### src/rtl/pc_seq_unit.sv
// Fetch-stage programme counter with op-selected next-PC, stall, and a small
// return-address stack that raises sticky overflow/underflow/illegal-op flags.
module pc_seq_unit #(
  parameter int unsigned       WIDTH     = 16,
  parameter int unsigned       STEP      = 1,
  parameter int unsigned       DEPTH     = 4,
  parameter logic [WIDTH-1:0]  RESET_VEC = '0
) (
  input  logic                       clock,
  input  logic                       reset_n,
  input  logic                       stall,
  input  logic [2:0]                 op,
  input  logic [WIDTH-1:0]           offset,
  input  logic [WIDTH-1:0]           target,
  input  logic                       clr_err,
  output logic [WIDTH-1:0]           pc,
  output logic [$clog2(DEPTH+1)-1:0] depth,
  output logic                       stack_full,
  output logic                       stack_empty,
  output logic                       err_ovf,
  output logic                       err_unf,
  output logic                       err_ill
);

  localparam int unsigned DW = $clog2(DEPTH+1);
  localparam int unsigned AW = (DEPTH > 1) ? $clog2(DEPTH) : 1;

  localparam logic [DW-1:0]    DEPTH_W = DW'(DEPTH);
  localparam logic [WIDTH-1:0] STEP_W  = WIDTH'(STEP);

  localparam logic [2:0] OP_HOLD     = 3'b000;
  localparam logic [2:0] OP_INC      = 3'b001;
  localparam logic [2:0] OP_BRANCH   = 3'b010;
  localparam logic [2:0] OP_JUMP     = 3'b011;
  localparam logic [2:0] OP_CALL     = 3'b100;
  localparam logic [2:0] OP_RET      = 3'b101;
  localparam logic [2:0] OP_CALL_REL = 3'b110;

  logic [WIDTH-1:0] pc_q, pc_d;
  logic [DW-1:0]    depth_q, depth_d;
  logic             ovf_q, ovf_d;
  logic             unf_q, unf_d;
  logic             ill_q, ill_d;

  logic [WIDTH-1:0] stack_q [2**AW];

  logic             full, empty;
  logic             push_en;
  logic [AW-1:0]    push_idx, pop_idx;
  logic [DW-1:0]    depth_m1;
  logic [WIDTH-1:0] ret_addr;
  logic             ovf_set, unf_set, ill_set;

  assign full     = (depth_q == DEPTH_W);
  assign empty    = (depth_q == '0);
  assign ret_addr = pc_q + STEP_W;
  assign depth_m1 = depth_q - DW'(1);
  assign push_idx = depth_q[AW-1:0];
  assign pop_idx  = depth_m1[AW-1:0];

  always_comb begin
    pc_d    = pc_q;
    depth_d = depth_q;
    push_en = 1'b0;
    ovf_set = 1'b0;
    unf_set = 1'b0;
    ill_set = 1'b0;
    if (!stall) begin
      case (op)
        OP_HOLD:   pc_d = pc_q;
        OP_INC:    pc_d = pc_q + STEP_W;
        OP_BRANCH: pc_d = pc_q + offset;
        OP_JUMP:   pc_d = target;
        OP_CALL, OP_CALL_REL: begin
          if (full) begin
            ovf_set = 1'b1;
          end else begin
            push_en = 1'b1;
            depth_d = depth_q + DW'(1);
            pc_d    = (op == OP_CALL) ? target : (pc_q + offset);
          end
        end
        OP_RET: begin
          if (empty) begin
            unf_set = 1'b1;
          end else begin
            depth_d = depth_m1;
            pc_d    = stack_q[pop_idx];
          end
        end
        default:   ill_set = 1'b1;
      endcase
    end
    // A new error in the same cycle as clr_err leaves the flag set.
    ovf_d = ovf_set | (ovf_q & ~clr_err);
    unf_d = unf_set | (unf_q & ~clr_err);
    ill_d = ill_set | (ill_q & ~clr_err);
  end

  always_ff @(posedge clock or negedge reset_n) begin
    if (!reset_n) begin
      pc_q    <= RESET_VEC;
      depth_q <= '0;
      ovf_q   <= 1'b0;
      unf_q   <= 1'b0;
      ill_q   <= 1'b0;
    end else begin
      pc_q    <= pc_d;
      depth_q <= depth_d;
      ovf_q   <= ovf_d;
      unf_q   <= unf_d;
      ill_q   <= ill_d;
    end
  end

  // Stack storage is not reset; only depth decides which entries are live.
  always_ff @(posedge clock) begin
    if (push_en) stack_q[push_idx] <= ret_addr;
  end

  assign pc          = pc_q;
  assign depth       = depth_q;
  assign stack_full  = full;
  assign stack_empty = empty;
  assign err_ovf     = ovf_q;
  assign err_unf     = unf_q;
  assign err_ill     = ill_q;

endmodule

### config.mk
export PLATFORM = sky130hd
export DESIGN_NAME = pc_seq_unit
export DESIGN_NICKNAME = d
export VERILOG_FILES = /design/src/rtl/pc_seq_unit.sv
export SDC_FILE = /design/constraint.sdc
export NUM_CORES = 1
export LEC_CHECK = 0
export CORE_MARGIN = 10
export CORE_UTILIZATION = 45
export CTS_CLUSTER_DIAMETER = 30
export DETAILED_ROUTE_END_ITERATION = 8
export PLACE_DENSITY = 0.71
export SETUP_SLACK_MARGIN = 0.02
export SYNTH_ARGS = -nofsm -noshare
export SYNTH_HDL_FRONTEND = slang
export SYNTH_SLANG_ARGS = --single-unit
### constraint.sdc
create_clock -name clock -period 2.5 [get_ports clock]
set_input_delay 0.5 -clock clock [delete_from_list [all_inputs] [get_ports clock]]
set_output_delay 0.5 -clock clock [all_outputs]
set_load 0.05 [all_outputs]
Word-level counts from Yosys, hierarchy flattened. Memory sizes are Yosys's and may differ from the RTL's. Cells that the tools add are included.

Reduce and logical (&&, ||, !) cells: 8. Muxes and demuxes: 20. Eq/ne operators: 9. Add/sub/neg operators: 4. Bitwise operators: 8.

Operators by type and width (count): $pmux 16 s5 (1); $mux 16 (3); $add 16x1->16 const B (1); $add 16x16->16 (1); $mux 1 (13); $eq 3x3->1 const B (4); $reduce_and 4->1 (2); $reduce_or 7->1 (1); $eq 3x2->1 const B (2); $logic_not 3->1 (2); $mux 3 (2); $pmux 3 s2 (1); $reduce_bool 5->1 (1); $ne 2x2->1 const B (2); $add 3x1->3 const B (1); $and 1x1->1 (3); $eq 3x1->1 const B (1); $or 1x1->1 (3); $sub 3x1->3 const B (1); $not 1->1 (2); $reduce_bool 2->1 (1); $reduce_or 2->1 (1).

Output and inout bits: 24. Bits of input ports: 39. Logic and storage cells: 55. Register bits: 22. Memories kept: 1. Bits in writable memories: 64.

Memory list: stack_q (depth 4, bits a word 16, rd ports 1, clocked after Yosys merged registers in 0, write ports 1, RTL line 45) `logic [WIDTH-1:0] stack_q [2**AW];`.

Longest topological paths before layout. Gate-level depths: netlist of run 1.

Depth after elaboration: 6. Mapped depth: 12. Mapped depth without buffers: 10.

Worst setup path before layout of run 1. OpenSTA, ideal clock, no wires.

Path kind: register to register. From: register depth_q[0] (netlist: depth[0]). To: register pc_q[15] (netlist: pc[15]). Slack: -0.364 ns. Required time: 2.379 ns. Setup time: 0.121 ns. Cell stages (with the launch flop): 12. Arrival: 2.744 ns. Path buffers: 3. Period minus slack after synthesis: 2.864 ns. Cells stage by stage: dfrtp_1 -> buf_6 -> buf_4 -> inv_1 -> ha_1 -> clkbuf_1 -> mux4_2 -> mux2_4 -> a221oi_2 -> o311ai_1 -> nor2_1 -> nor2_1.

Cells in the longest elaborated chain, start to end: 4. Elaborated cells on any way between the ends: 9. Those cells by class: add/sub (1); eq/ne (3); mux (2); reduce/logical (2); memory (1).

RTL lines: start: declaration (RTL line 40) `logic [DW-1:0] depth_q, depth_d;`; start signal: assignment (RTL line 109) `depth_q <= depth_d;`; $sub 3x1->3 (RTL line 57) `assign depth_m1 = depth_q - DW'(1);`; $mem_v2 4x16; $mux 16 (RTL line 84) `if (empty) begin`; $pmux 16 s5 (RTL line 69) `case (op)`; end signal: assignment (RTL line 108) `pc_q <= pc_d;`; end: declaration (RTL line 39) `logic [WIDTH-1:0] pc_q, pc_d;`.

Several ways; a longest one is shown, not always the timed one. The select of a mux whose other input is x is not followed. A chain may end at the register's enable or synchronous reset.

Worst setup path in the final report of run 1.
From: input offset[0]. To: register pc_q[10] (netlist: pc[10]).

Cells in the longest elaborated chain, start to end: 4.

RTL lines: start: declaration (RTL line 13) `input logic [WIDTH-1:0] offset,`; $add 16x16->16 * (RTL line 72, 80); $mux 16 (RTL line 80) `pc_d = (op == OP_CALL) ? target : (pc_q + offset);`; $mux 16 (RTL line 75) `if (full) begin`; $pmux 16 s5 * (RTL line 69).

Every way passes the cells marked *; elsewhere a longest branch is shown, timed or not. The select of a mux whose other input is x is not followed.

==> results of run 1 <==
-- power groups by stage --
stage | clock [mW] | sequential [mW] | combinational, mW
6_report | 1.41 | 2.19 | 3.77
5_1_grt | 1.51 | 2.22 | 4.07
4_1_cts | 1.43 | 2.18 | 3.76
3_5_place_dp | 0 | 2.21 | 3.70
3_3_place_gp | 0 | 2.20 | 3.65
2_1_floorplan | 0 | 2.64 | 1.94
-- per-layer routing --
metal | wire length, um | share of wire (%) | global-route usage (%) | vias to the layer above
met2 | 7010 | 48 | 28.9 | 172
met4 | 185 | 1.3 | 3.15 | 0
li1 | - | - | - | 1969
met5 | 0 | 0 | 0 | -
met3 | 1140 | 7.8 | 5.45 | 22
met1 | 6290 | 43 | 23.7 | 2051
-- state kept, by name, summed over array words and instances, names as in the netlist --
| name | cells |
|---|---|
| err_ill | 1 |
| depth | 3 |
| err_ovf | 1 |
| pc | 16 |
| stack_q | 64 |
| err_unf | 1 |
-- repair_timing --
item                       CTS  global route
setup buffers                2             0
resized for setup            4             3
cloned                       0             0
pin swaps                    2             5
setup endpoints to repair    1             4
-- worst register-to-register path, delay by kind of cell, from the launching register on --
kind | cells | cell delay (ns)
adders and majority gates | 1 | 0.23
DFF | 1 | 0.48
and+or+nand+nor | 2 | 0.73
buffers and inverters | 2 | 0.33
AOI/OAI and AO/OA | 4 | 0.48
-- cells in the mapped netlist, types with 3 or more instances --
master / n
mux2i_1: 6
o21ai_0: 23
nor2b_1: 8
o21ai_1: 4
nor2_1: 32
and3_1: 4
mux4_2: 10
a21oi_1: 38
nand3_1: 13
clkbuf_1: 4
dfrtp_1: 22
nand2_1: 45
xor2_1: 6
xnor2_1: 19
o32ai_1: 4
a221oi_1: 3
ha_1: 21
a22oi_1: 5
a211oi_1: 6
o22ai_1: 13
nor3_1: 8
o211ai_1: 4
a31oi_1: 8
and2_1: 3
nand4_1: 6
edfxtp_1: 64
inv_1: 21
mux4_1: 6
buf_2: 10
-- cell usage in the layout (no fill, tap or decap), drive strengths merged, types with 2 or more instances in the layout --
cell type	instances
mux2	3
o311ai	2
and2	3
o22ai	13
dfrtp	22
a22oi	5
or3	2
nand2	45
mux2i	6
inv	24
a31oi	8
clkinv	2
o221ai	2
o32ai	4
clkdlybuf4s50	60
ha	21
nand2b	2
a221oi	4
nand3	13
and4	2
clkbuf	9
xor2	6
o21ai	27
nand4	6
a32oi	2
a21boi	2
xnor2	19
and3	5
a21oi	39
a311oi	2
nor2b	8
o211ai	4
buf	60
nor2	33
edfxtp	64
mux4	16
nor3	9
a211oi	6
-- final cells by class --
type	instances	area [sq um]
Clock buffer	9	225
Tap cell	140	175
Fill cell	915	4330
Timing Repair Buffer	120	1130
Multi-Input combinational cell	329	2430
Clock inverter	7	90.1
Inverter	21	78.8
Sequential cell	86	2480
-- how the worst max path moves through the flow --
stage,start,to,slack [ns],cells past startpoint
after CTS,offset[0],pc[10],0.04,11
after global routing,offset[0],pc[10],0.02,11
after global placement,offset[0],pc[10],-0.34,11
final,offset[0],pc[10],0.12,11
after detailed placement,offset[0],pc[10],-0.37,11
after floorplan,depth[0],pc[15],-0.01,11
-- per-stage QoR --
| stage | instances | area [sq um] | util, % |
|---|---|---|---|
| after floorplan | 454 | 5080 | - |
| after global placement | 694 | 6250 | 57.1 |
| after detailed placement | 694 | 6250 | 57.1 |
| after CTS | 712 | 6590 | 60.3 |
| after global routing | 712 | 6610 | 60.4 |
| final | 712 | 6610 | 60.4 |
-- logic make-up after synthesis --
family                     count (synthesis)  share of synthesized area, %
and+or+nand+nor                          130                          12.2
AOI/OAI and AO/OA                        127                          15.9
DFF                                       86                          48.9
buffers and inverters                     39                          3.59
xor gates and xnor gates                  25                          4.33
muxes                                     25                          9.50
adders and majority gates                 22                          5.59
==> metrics.md, run 1 <==
| Metric | Value |
|---|---|
| GP Congestion | `~0.94` |
| Tmin final | `approximately 2.4 ns` |
| Internal | `roughly 4.3 mW` |
| Clock root buffer master | `clkbuf_16` |
| Die H | `roughly 130 um` |
| RR Endpoint | `pc[6]` |
| Cell taking the most area after synthesis | `edfxtp_1` |
| CTS Buffer Depth | `2` |
| Synth Net Count | `around 520` |
| CORE AREA | `about 0.011 sq mm` |
| Number of antenna diodes | `0` |
| Pin count of the biggest net entering global routing | `23` |
| Worst-path fanout max | `2` |
| Share of layout cells above drive strength 1 | `between 10% and 20%` |
| WL/cell | `about 20 um` |
| Rel. slew slack | `a little over half` |
| Status | `completed` |
| CTS Hold Bufs | `0` |
| Drt total wl | `approximately 15000 um` |
| Clock power frac | `19.2%` |
| Tot GR Track Use | `18.0%` |
| Port buffer count | `62` |
| Worst EP arrival | `about 2.6 ns` |
| CP max stage delay | `0.46 ns` |
| Post-route setup slack | `0.116 ns` |
| Synth warn | `0` |
| Sw Ratio | `approximately 41%` |
| P&R area growth vs syn | `30.6%` |
| FF-to-FF Start | `depth[0]` |
| Syn Inst Count | `roughly 450` |
| Die width | `~130 um` |
| Net Sw Power | `roughly 3.0 mW` |
| Fmax | `about 0.42 GHz` |
| Logic pwr share | `51.2%` |
| Post-synth EDFFs | `64` |
| Worst-path cell chain | `clkdlybuf4s50_1 > ha_2 > inv_1 > fa_2 > nor2b_2 > o31a_1 > o21ai_2 > o21ai_2 > xnor2_1 > nor2_1 > o32a_1` |
| Area contributors post-synth | `edfxtp_1 (38%), dfrtp_1 (11%), ha_1 (5.2%), mux4_2 (4.5%), a21oi_1 (3.8%)` |
| Global-route wire length before repair | `approximately 23000 um` |
| Startpoint types | `input pin` |
| CTS tree | `yes` |
| Endpoint class of the critical path | `flip-flop` |
| Clock transition at path regs | `0.07 ns` |
| Synth Flop Type | `edfxtp_1` |
| Starting Density | `between 40% and 50%` |
| RSZ-0062 raised after global routing | `no` |
| DRT iter0 DRCs | `between 300 and 400` |
| Setup CP Type | `in2reg` |
| Final max-slew violation count | `0` |
| Core Rows | `38` |
| WP buf/inv | `2` |
| Leakage power | `roughly 2.5 nW` |
| Die area | `between 0.015 and 0.02 sq mm` |
| # H-tree levels | `3` |
| TNS Setup | `0 ns` |
| Worst path most repeated cell | `o21ai_2` |
| Initial antenna violation count | `0` |
| Kind of cell adding the most delay to the critical path | `compound AO/OA/AOI/OAI gates` |
| Syn_area_per_cell | `between 10 and 15 sq um` |
| Crit-path slowest cell | `clkdlybuf4s50_1` |
| Routed via count | `~4200` |
| Syn Std Cell Area | `about 0.005 sq mm` |
| Slew @ Worst Pin | `approximately 0.69 ns` |
| Final setup violation count | `0` |
| Fin nets | `roughly 630` |
| Clock Skew | `0.00672 ns` |
| Vias per cell | `about 5.9` |
| Post-place setup slack | `-0.372 ns` |
| IO Count | `63` |
| PwrDens | `approximately 1100 mW/mm^2` |
| Seq/Total Area, Yosys | `about half` |
| Clk_lat worst skew | `0.34 ns` |
| Worst hold slack | `around 0.52 ns` |
| Hold Path Class | `in2async` |
| Flop pwr share | `29.7%` |
| GRT Residual Overflow | `0` |
| Dpl hpwl | `11100 um` |
| Drt pass-1 iters | `5` |
| R2r worst-path depth | `9` |
| Post-DRT Antenna Nets | `0` |
| DRC violations left | `0` |
| Max-cap viol count | `0` |
| Final Cycle Share | `95.3%` |
| Yosys reg bits | `86` |
| VDD IR-drop max | `0.000682 V` |
| Number of buffers created by CTS | `9` |
| FFs w/ async S/R, synth | `25.6%` |
| Final Hold Viols | `0` |
| R2R Setup Slk | `0.17 ns` |
| Clk sinks | `86` |
| Total Power | `around 7.4 mW` |
| Vias in the first global route | `between 4000 and 5000` |
| Share of the synthesized area in the top cell type | `a little under two fifths` |
| Worst Path Required | `between 2 and 3 ns` |
| Yosys cell types | `58` |
Note: power is estimated with default switching activity, not from simulation.
==> inputs of run 2 (changes only) <==
--- a/config.mk
+++ b/config.mk
@@ -9,7 +9,7 @@
 export CORE_UTILIZATION = 45
 export CTS_CLUSTER_DIAMETER = 30
 export DETAILED_ROUTE_END_ITERATION = 8
-export PLACE_DENSITY = 0.71
+export PLACE_DENSITY = 0.69
 export SETUP_SLACK_MARGIN = 0.02
 export SYNTH_ARGS = -nofsm -noshare
 export SYNTH_HDL_FRONTEND = slang
==> run 2 against run 1 <==
- register-to-register slack barely moved
- core utilization down 0.39 points
- combinational power increased by 2%
- die area unchanged
- critical endpoint unchanged
- wire length is 0.31% higher
- non-clock buffer count down 3
- fmax increased by 0.86%
- clock skew fell by 0.0021 ns
- global-route usage is 0.14 points higher
- critical path depth shrank 1
==> metrics.md, run 2 (same netlist as run 1, synthesis figures left out) <==
| Metric | Value |
|---|---|
| WL/cell | `20.7 um (+0.74%)` |
| Biggest register | `stack_q` |
| Worst-path fanout max | `2 (unchanged)` |
| Fin nets | `625 (-0.48%)` |
| Share of layout cells above drive strength 1 | `18.1% (-0.43 points)` |
| Initial antenna violation count | `0 (unchanged)` |
| Clock transition at path regs | `0.06 ns (about the same)` |
| Max reg flops | `64 (unchanged)` |
| VDD IR-drop max | `0.000806 V (+18%)` |
| Starting Density | `46.3% (unchanged)` |
| Final Hold Viols | `0 (unchanged)` |
| Number of antenna diodes | `0 (unchanged)` |
| Core Rows | `38 (unchanged)` |
| GRT Residual Overflow | `0 (unchanged)` |
| Clock root buffer master | `clkbuf_16` |
| CP max stage delay | `0.49 ns (+0.03 ns)` |
| Drt pass-1 iters | `5 (unchanged)` |
| Status | `completed` |
| Final Non-Filler Cells | `709 (-0.42%)` |
| Slew @ Worst Pin | `0.813 ns (+0.122 ns)` |
| Worst-path cell chain | `clkdlybuf4s50_1 > inv_1 > fa_2 > nor2b_2 > o31a_1 > o21ai_2 > o21ai_2 > xnor2_1 > nor2_1 > o32a_1` |
| Worst Path Required | `2.72 ns (about the same)` |
| DRT iter0 DRCs | `551 (+46%)` |
| Startpoint types | `input pin` |
| Design area | `0.00656 sq mm (-0.64%)` |
| Rel. slew slack | `45.8% (-8.1 points)` |
| Filler cell count | `929 (+1.5%)` |
| Die area | `0.0159 sq mm (unchanged)` |
| Fmax | `0.423 GHz (+0.86%)` |
| Setup CP Type | `in2reg` |
| Max-cap viol count | `0 (unchanged)` |
| Post-DRT Antenna Nets | `0 (unchanged)` |
| Final Cycle Share | `94.5% (-0.82 points)` |
| Kind of cell adding the most delay to the critical path | `compound AO/OA/AOI/OAI gates` |
| Tmin final | `2.36 ns (-0.0204 ns)` |
| Drt total wl | `14700 um (+0.31%)` |
| WP buf/inv | `2 (unchanged)` |
| Worst EP arrival | `2.58 ns (-0.03 ns)` |
| P&R area growth vs syn | `29.7%` |
| DRC violations left | `0 (unchanged)` |
| Final setup violation count | `0 (unchanged)` |
| Clock Skew | `0.00460 ns (-0.00212 ns)` |
| Dpl cells | `692 (-0.29%)` |
| Routed via count | `4328 (+2.7%)` |
| Number of buffers created by CTS | `9 (unchanged)` |
| PwrDens | `1100 mW/mm^2 (-1.3%)` |
| Crit-path slowest cell | `clkdlybuf4s50_1` |
| Clk_lat worst skew | `0.34 ns (about the same)` |
| Die H | `126 um (unchanged)` |
| Worst path most repeated cell | `o21ai_2` |
| Tot GR Track Use | `18.1% (+0.14 points)` |
| Port buffer count | `62 (unchanged)` |
| IO Count | `63 (unchanged)` |
| Pin count of the biggest net entering global routing | `23 (unchanged)` |
| Leakage power | `2.50 nW (-0.83%)` |
| GP Congestion | `0.925 (-1.5%)` |
| Endpoint class of the critical path | `flip-flop` |
| CTS Buffer Depth | `2 (unchanged)` |
| # H-tree levels | `3 (unchanged)` |
| RSZ-0062 raised after global routing | `no` |
| Final max-slew violation count | `0 (unchanged)` |
| Clk sinks | `86 (unchanged)` |
| Commonest non-fill, non-tap cell in the layout | `edfxtp_1` |
| Vias per cell | `6.10 (+3.1%)` |
| Die width | `126 um (unchanged)` |
| DP Area | `0.00625 sq mm (about the same)` |
| CTS tree | `yes` |
| Hold Path Class | `in2async` |
| CORE AREA | `0.0109 sq mm (unchanged)` |
| Vias in the first global route | `4285 (+3.9%)` |
| Dpl hpwl | `11000 um (-0.60%)` |
| Global-route wire length before repair | `23300 um (+1.6%)` |
| Most frequent cells in the layout | `edfxtp_1 (64), clkdlybuf4s50_1 (59), buf_4 (50), nand2_1 (45), a21oi_1 (38)` |
==> run 2: cell type report <==
class / count / area (sq um) / share of cell area [%]
Multi-Input combinational cell: 329 / 2450 / 37.3
Tap cell: 140 / 175 / 2.67
Sequential cell: 86 / 2480 / 37.7
Inverter: 21 / 78.8 / 1.20
Timing Repair Buffer: 117 / 1120 / 17.0
Clock buffer: 11 / 233 / 3.55
Clock inverter: 5 / 35.0 / 0.534
==> run 2: repair_timing <==
| item | in CTS | in global routing |
|---|---|---|
| setup buffers | 1 | 0 |
| hold buffers | 0 | 0 |
| setup endpoints to repair | 1 | 6 |
| pin swaps | 3 | 8 |
| cloned | 0 | 0 |
| resized for setup | 4 | 7 |
==> run 2: stage by stage <==
step	utilization, %	TNS, ns	setup slack, ns	hold WS [ns]	power (mW)
CTS	59.7	0	0.0250	0.528	7.22
global route	60.0	0	0.000586	0.542	7.65
detailed placement	57.1	-1.85	-0.390	0.517	5.94
finish	60.0	0	0.137	0.524	7.22
floorplan	-	-0.0114	-0.0114	0.204	4.57
global placement	57.1	-1.67	-0.349	0.507	5.88
==> run 2: path summary, 6_finish.rpt <==
kind,from,endpoint,slack [ns],cells past startpoint
setup / recovery,offset[1],pc[10],0.14,10
hold / removal,reset_n,err_unf,0.52,2
setup reg to reg,depth[1],pc[5],0.18,9
hold reg to reg,err_ovf,err_ovf,0.53,2
max in group asynchronous,reset_n,pc[1],1.72,2
min in group clock,err_ovf,err_ovf,0.53,2
==> run 2: per-layer routing <==
layer / GRT usage [%] / share of wire (%) / vias up
met5: 0 / 0 / -
met4: 5.43 / 2.5 / 0
met3: 5.12 / 8.3 / 35
met2: 28.3 / 47 / 211
met1: 24.0 / 42 / 2106
li1: - / - / 1976
==> run 2: report_power, final <==
group	switching, mW	total [mW]	internal [mW]
registers	0.253	2.16	1.91
logic	2.19	3.83	1.64
clock network	0.552	1.23	0.676
==> inputs of run 3 (changes only) <==
--- a/config.mk
+++ b/config.mk
@@ -11,6 +11,7 @@
 export DETAILED_ROUTE_END_ITERATION = 8
 export PLACE_DENSITY = 0.69
 export SETUP_SLACK_MARGIN = 0.02
+export SKIP_LAST_GASP = 1
 export SYNTH_ARGS = -nofsm -noshare
 export SYNTH_HDL_FRONTEND = slang
 export SYNTH_SLANG_ARGS = --single-unit
==> results of run 3 <==
Final layout, timing and power as in run 2 (identical DEF).
